File: src/rtl/iomem_gpio_pkg.sv
// iomem_gpio_pkg: register map and helpers shared by the GPIO block
package iomem_gpio_pkg;
  localparam int OFFS_W = 6;
  localparam logic [OFFS_W-1:0] REG_DATA_OUT   = 6'h00;
  localparam logic [OFFS_W-1:0] REG_OE         = 6'h01;
  localparam logic [OFFS_W-1:0] REG_DATA_IN    = 6'h02;
  localparam logic [OFFS_W-1:0] REG_IRQ_EN     = 6'h03;
  localparam logic [OFFS_W-1:0] REG_IRQ_POL    = 6'h04;
  localparam logic [OFFS_W-1:0] REG_IRQ_STATUS = 6'h05;
  localparam logic [OFFS_W-1:0] REG_OUT_SET    = 6'h06;
  localparam logic [OFFS_W-1:0] REG_OUT_CLR    = 6'h07;
  function automatic logic [31:0] byte_mask(input logic [3:0] s);
    return {{8{s[3]}}, {8{s[2]}}, {8{s[1]}}, {8{s[0]}}};
  endfunction
endpackage

File: src/rtl/iomem_gpio_sync_edge.sv
// gpio_sync_edge: input synchroniser chain with rise/fall pulse detection
module gpio_sync_edge #(
  parameter int NUM_GPIO    = 32,
  parameter int SYNC_STAGES = 2
) (
  input  logic                clk,
  input  logic                reset,
  input  logic [NUM_GPIO-1:0] pins_i,
  output logic [NUM_GPIO-1:0] sync_o,
  output logic [NUM_GPIO-1:0] rise_o,
  output logic [NUM_GPIO-1:0] fall_o
);
  logic [SYNC_STAGES-1:0][NUM_GPIO-1:0] sync_q;
  logic [NUM_GPIO-1:0] prev_q;
  always_ff @(posedge clk) begin
    if (reset) begin
      sync_q <= '0;
      prev_q <= '0;
    end else begin
      sync_q <= {sync_q[SYNC_STAGES-2:0], pins_i};
      prev_q <= sync_q[SYNC_STAGES-1];
    end
  end
  assign sync_o = sync_q[SYNC_STAGES-1];
  assign rise_o = sync_o & ~prev_q;
  assign fall_o = ~sync_o & prev_q;
endmodule

File: src/rtl/iomem_gpio.sv
// iomem_gpio: picosoc iomem GPIO block with set/clear writes and edge interrupts
module iomem_gpio
  import iomem_gpio_pkg::*;
#(
  parameter int          NUM_GPIO    = 32,
  parameter logic [7:0]  ADDR_PREFIX = 8'h03,
  parameter int          SYNC_STAGES = 2
) (
  input  logic                clk,
  input  logic                reset,
  input  logic                iomem_valid,
  output logic                iomem_ready,
  input  logic [3:0]          iomem_wstrb,
  input  logic [31:0]         iomem_addr,
  input  logic [31:0]         iomem_wdata,
  output logic [31:0]         iomem_rdata,
  input  logic [NUM_GPIO-1:0] gpio_in,
  output logic [NUM_GPIO-1:0] gpio_out,
  output logic [NUM_GPIO-1:0] gpio_oe,
  output logic                irq
);
  logic [NUM_GPIO-1:0] data_out_q, data_out_d, oe_q, oe_d, irq_en_q, irq_en_d;
  logic [NUM_GPIO-1:0] irq_pol_q, irq_pol_d, irq_status_q, irq_status_d;
  logic [NUM_GPIO-1:0] sync_in, rise, fall, m, wd;
  logic [31:0] rdata_q, rdata_d, mask32;
  logic ready_q, sel, wr, unused;
  logic [OFFS_W-1:0] offs;
  gpio_sync_edge #(.NUM_GPIO(NUM_GPIO), .SYNC_STAGES(SYNC_STAGES)) u_sync (
    .clk(clk), .reset(reset), .pins_i(gpio_in), .sync_o(sync_in), .rise_o(rise), .fall_o(fall)
  );
  // the !ready_q term keeps a still-valid request from being accepted twice
  assign sel    = iomem_valid && !ready_q && iomem_addr[31:24] == ADDR_PREFIX;
  assign wr     = sel && |iomem_wstrb;
  assign offs   = iomem_addr[7:2];
  assign mask32 = byte_mask(iomem_wstrb);
  assign m      = mask32[NUM_GPIO-1:0];
  assign wd     = iomem_wdata[NUM_GPIO-1:0] & m;
  assign unused = ^{iomem_addr[23:8], iomem_addr[1:0], mask32, iomem_wdata};
  always_comb begin
    data_out_d   = !wr ? data_out_q :
                   offs == REG_DATA_OUT ? (data_out_q & ~m) | wd :
                   offs == REG_OUT_SET  ? data_out_q | wd :
                   offs == REG_OUT_CLR  ? data_out_q & ~wd : data_out_q;
    oe_d         = wr && offs == REG_OE      ? (oe_q & ~m) | wd      : oe_q;
    irq_en_d     = wr && offs == REG_IRQ_EN  ? (irq_en_q & ~m) | wd  : irq_en_q;
    irq_pol_d    = wr && offs == REG_IRQ_POL ? (irq_pol_q & ~m) | wd : irq_pol_q;
    // new edges are OR-ed in after the clear so a coincident edge survives
    irq_status_d = (irq_status_q & ~(wr && offs == REG_IRQ_STATUS ? wd : '0))
                   | (rise & ~irq_pol_q) | (fall & irq_pol_q);
    rdata_d      = offs == REG_DATA_OUT   ? 32'(data_out_q)   :
                   offs == REG_OE         ? 32'(oe_q)         :
                   offs == REG_DATA_IN    ? 32'(sync_in)      :
                   offs == REG_IRQ_EN     ? 32'(irq_en_q)     :
                   offs == REG_IRQ_POL    ? 32'(irq_pol_q)    :
                   offs == REG_IRQ_STATUS ? 32'(irq_status_q) : '0;
  end
  always_ff @(posedge clk) begin
    if (reset) begin
      data_out_q   <= '0;
      oe_q         <= '0;
      irq_en_q     <= '0;
      irq_pol_q    <= '0;
      irq_status_q <= '0;
      ready_q      <= 1'b0;
      rdata_q      <= '0;
    end else begin
      data_out_q   <= data_out_d;
      oe_q         <= oe_d;
      irq_en_q     <= irq_en_d;
      irq_pol_q    <= irq_pol_d;
      irq_status_q <= irq_status_d;
      ready_q      <= sel;
      rdata_q      <= sel ? rdata_d : '0;
    end
  end
  assign iomem_ready = ready_q;
  assign iomem_rdata = rdata_q;
  assign gpio_out    = data_out_q;
  assign gpio_oe     = oe_q;
  assign irq         = |(irq_status_q & irq_en_q);
endmodule

File: config.mk
export PLATFORM = sky130hd
export DESIGN_NAME = iomem_gpio
export DESIGN_NICKNAME = d
export VERILOG_FILES = /design/src/rtl/iomem_gpio_pkg.sv /design/src/rtl/iomem_gpio_sync_edge.sv /design/src/rtl/iomem_gpio.sv
export SDC_FILE = /design/constraint.sdc
export NUM_CORES = 1
export LEC_CHECK = 0
export BUFFER_PORTS_ARGS = -buffer_cell sky130_fd_sc_hd__clkbuf_2
export CAP_MARGIN = 10
export CORE_AREA = 2 2 149 151
export DETAILED_ROUTE_END_ITERATION = 8
export DIE_AREA = 0 0 151 153
export GPL_TIMING_DRIVEN = 1
export PLACE_DENSITY = 0.79
export SLEW_MARGIN = 20
export SYNTH_ARGS = -nofsm -noshare
export SYNTH_HDL_FRONTEND = slang
export SYNTH_SLANG_ARGS = --single-unit
File: constraint.sdc
create_clock -name clk -period 2.1 [get_ports clk]
set_input_delay 0.21 -clock clk [delete_from_list [all_inputs] [get_ports clk]]
set_output_delay 0.21 -clock clk [all_outputs]
set_load 0.05 [all_outputs]
======== Word-level counts from Yosys, hierarchy flattened ========
Cells that the tools add are included.
W data, S select, Z words.
cells by class
  bitwise operators ....................... 26
  reductions and logical operators ........ 14
  equal/unequal tests ..................... 8
  muxes and demuxes ....................... 10
operators with widths
  kind                  number
  $and A32 B32 Y32      12
  $mux W32              10
  $or A32 B32 Y32       7
  $not A32 Y32          6
  $reduce_or A32 Y1     1
  $eq A6 B3 Y1 const B  4
  $eq A6 B2 Y1 const B  2
  $eq A8 B2 Y1 const B  1
  $logic_and A1 B1 Y1   7
  $eq A6 B1 Y1 const B  1
  $logic_not A6 Y1      1
  $reduce_or A4 Y1      1
  $reduce_bool A3 Y1    1
  $reduce_and A2 Y1     1
  $reduce_or A2 Y1      1
  $logic_not A1 Y1      1
  $not A1 Y1            1
storage, ports and cells
  register bits ........................... 289
  input bits .............................. 103
  word-level logic and storage cells ...... 68

======== Longest topological paths before layout ========
  depth after elaboration ................. 10
  mapped depth ............................ 8
  depth with buffers taken out ............ 4

======== Hierarchy ========
From an unflattened synthesis, not the netlist that was laid out.
unflattened totals
  cell total of the unflattened synthesis .. 1214
  area total of the unflattened synthesis .. 11969.0 um^2
by module, submodules not included
  module          cells each  times used  area an instance (um^2)  seq. area each (um^2)
  iomem_gpio      916         1           8728.4                   3863.7
  gpio_sync_edge  298         1           3240.6                   1921.8

======== Worst setup path after synthesis ========
Ideal clock, no wire load.
  kind .................................... register to register
  from .................................... register ready_q, in the netlist iomem_ready
  to ...................................... register (tool-made name)
  stages on the path, launching flop included .. 7
  arrival ................................. 1.885 ns
  path slack .............................. 0.083 ns
  setup time .............................. 0.132 ns
  period minus slack after synthesis ...... 2.017 ns
  buffers on the path ..................... 2
  path through ............................ dfxtp_1 > and4b_1 > clkbuf_1 > and4_1 > buf_2 > nand2_1 > mux2i_1
RTL lines
  item                      line              text
  start: declaration        iomem_gpio.sv:26  logic ready_q, sel, wr, unused;
  start signal: assignment  iomem_gpio.sv:72  ready_q <= sel;

======== Worst setup path after layout ========
  from .................................... register irq_status_q[22]
  to ...................................... output port irq
between the ends
  cells in the longest elaborated chain, start to end .. 2
ends and longest elaborated chain
  item                      line              text
  start: declaration        iomem_gpio.sv:23  logic [NUM_GPIO-1:0] irq_pol_q, irq_pol_d, irq_status_q, irq_status_d;
  start signal: assignment  iomem_gpio.sv:71  irq_status_q <= irq_status_d;
  $and A32 B32 Y32          iomem_gpio.sv:80  assign irq = |(irq_status_q & irq_en_q);
  $reduce_or A32 Y1         iomem_gpio.sv:80
  end: declaration          iomem_gpio.sv:20  output logic irq
Every way passes these cells.

==> impl_metrics.toml <==
[cells_and_area]
area_growth_pct = 26.3
fin_area_sq_mm = 0.0149
drive_above_1_share_pct = 24.4
final_cell_mix = "dfxtp_1, clkbuf_2, nand2_1"
layout_commonest_cell = "dfxtp_1"
utilization_pct = 69.6
layout.nets = 1598
fillers = 1673
stdcell_count = 1795

[critical_path]
critPathCaptureType = "output port"
reg2reg_from = "iomem_ready"
crit_start = "irq_status_q[22]"
slowest_delay_ns = 0.56
start_kind = "flip-flop"
worst-r2r-setup-slack_ns = 0.21
crit_required_ns = 1.89
worstPathMaxFanout = 3
cp_cell_sequence = "a22oi_1 > nand4_1 > or4_4 > clkbuf_16"
critPathBufInv = 1
critPathTopFamily = "simple AND/OR/NAND/NOR gates"
slowest_stage = "or4_4"
r2r_cells = 6
cp.arrival_ns = 2.02
worstSetupPathType = "flip-flop to output port"

[die]
die_h_um = 153
die_x_um = 151
core_area_sq_mm = 0.0215
num_rows = 54
design.die.area_sq_mm = 0.0231
io_pins = 201
start_util_pct = 55.1

[grt]
grt_first_pass_wirelength_um = 58000
grt_pass1_vias = 11000
grt_antenna_before_repair = 1
grtUsageTotal_pct = 31.5
grt_overflow = 0
grt_start_max_net_pins = 45

[synthesis]
synth_nets = 1337
post_synth_num_cell_types = 47
synth_area_sq_mm = 0.0118
yosysWarningCount = 0
synthCells = 1234
ys_top_cells_by_area = "dfxtp_1, mux2i_1, nor2b_1"
yosysTopAreaCell = "dfxtp_1"
synth_edf_count = 0
synth.avg_cell_area_sq_um = 9.59
yosys.area.top_type_share_pct = 48.9
synth-seq-area-share_pct = 48.9
synth_seq_cells = 289
async_reset_ff_share_pct = 0
synth_ff_type = "dfxtp_1"

[clocking]
cts-buffers-inserted = 28
cts_htree_levels = 1
numClockSinks = 289
cts_tree = "done"
cts_root_buf = "clkbuf_16"
clk_pin_slew_ns = 0.06
clockBufferDepth = 3
clkLatencyLatePin_ns = 0.54

[hold_path]
hold_start = "iomem_wdata[11]"
min_path_cells = 2
hold_path_class = "input port to flip-flop"

[pwr]
power.leakage_nw = 6.07
total_power_mw = 11.3
vdd_ir_drop_max_mv = 0.588
powerDensity_mw_per_mm2 = 754

[sta]
tightestPinTransition_ns = 0.650
fin_crit_ns = 2.23
hold_viol = 0
fmax_mhz = 448
setup_ws_ns = -0.131
setup_violations = 1
hold_ws_ns = 0.0263
fin_crit_sh_pct = 106
clock_skew_ns = 0.0104
maxSlewHeadroom_pct = 56.7
rsz0062_at_grt = "yes"
setup-tns-final_ns = -0.131
final_max_slew_viol_count = 0

[placed_design]
dp_hpwl_um = 24100
place_area_sq_mm = 0.0134
dp_slack_ns = 0.0613
gp_congestion = 0.920
dp_cells = 1680
io_buffers = 182

[routing]
drt_iter0_drc = 1146
route.detailed.drc = 0
avgRoutedWirePerCell_um = 20.6
via_count = 11200
drt_pass1_iterations = 6
wl_um = 37000
antenna_left = 0
viasPerCell = 6.23

[outcome]
outcome = "finished, violations left"
violations = "negative setup slack"

[job]
max-cap-violations = 0
[worst max path at each step]
stage	slack [ns]	cells after the start	endpoint
3_5_place_dp	0.06	5	flip-flop
6_report	-0.13	4	irq
2_1_floorplan	0.08	6	flip-flop
3_3_place_gp	0.07	5	flip-flop
5_1_grt	-0.17	4	irq
4_1_cts	-0.15	4	irq
[layout make-up]
cell class	count	area (sq um)	share of cell area, %
diodes	1	2.50	0.0167
clock buffers	45	836	5.59
clock inverters	4	47.5	0.318
inverters	10	37.5	0.251
multi-input cells	847	5650	37.8
flip-flops and latches	289	5790	38.7
well taps	280	350	2.34
repair buffers	319	2230	14.9
[kinds of logic after synthesis]
family,count (synthesis),synth area share (%)
buf+inv,98,3.80
mux,87,7.60
simple gates,439,21.5
compound gates,321,18.2
flops,289,48.9
[synthesized netlist by cell type (4+ instances only)]
master,n
a21oi_1,63
a221o_1,33
a221oi_1,29
a22oi_1,39
a2bb2oi_1,8
a31oi_1,40
and4_1,5
buf_2,18
buf_6,8
clkbuf_1,60
dfxtp_1,289
inv_1,9
mux2_2,23
mux2i_1,64
nand2_1,125
nand2b_1,9
nand3_1,76
nand3b_1,24
nand4_1,8
nor2_1,13
nor2b_1,94
nor3_4,4
nor3b_1,32
o21ai_0,91
o221a_1,4
o2bb2a_1,6
or3_1,11
or3b_2,24
[repair_timing]
action / 4_1_cts / 5_1_grt
resized for setup: 11 / 4
hold buffers: 64 / 0
endpoints found under the setup margin: 1 / 25
setup buffers: 1 / 0
pin swaps: 3 / 1
endpoints found under the hold margin: 123 / 0
[where the power goes]
group	internal [mW]	total, mW	switching [mW]
sequential	5.59	5.66	0.0732
clock	2.82	4.86	2.04
combinational	0.335	0.754	0.419
[per-layer routing]
metal  wire [um]  vias to the layer above  track usage [%]
met5           0                        -                0
met4        2060                        0             17.2
met3        3650                      156             5.70
met2       16700                      677             49.2
met1       14500                     5301             41.2
li1            -                     5055                -
No activity file was read; power rests on OpenSTA's default activity.
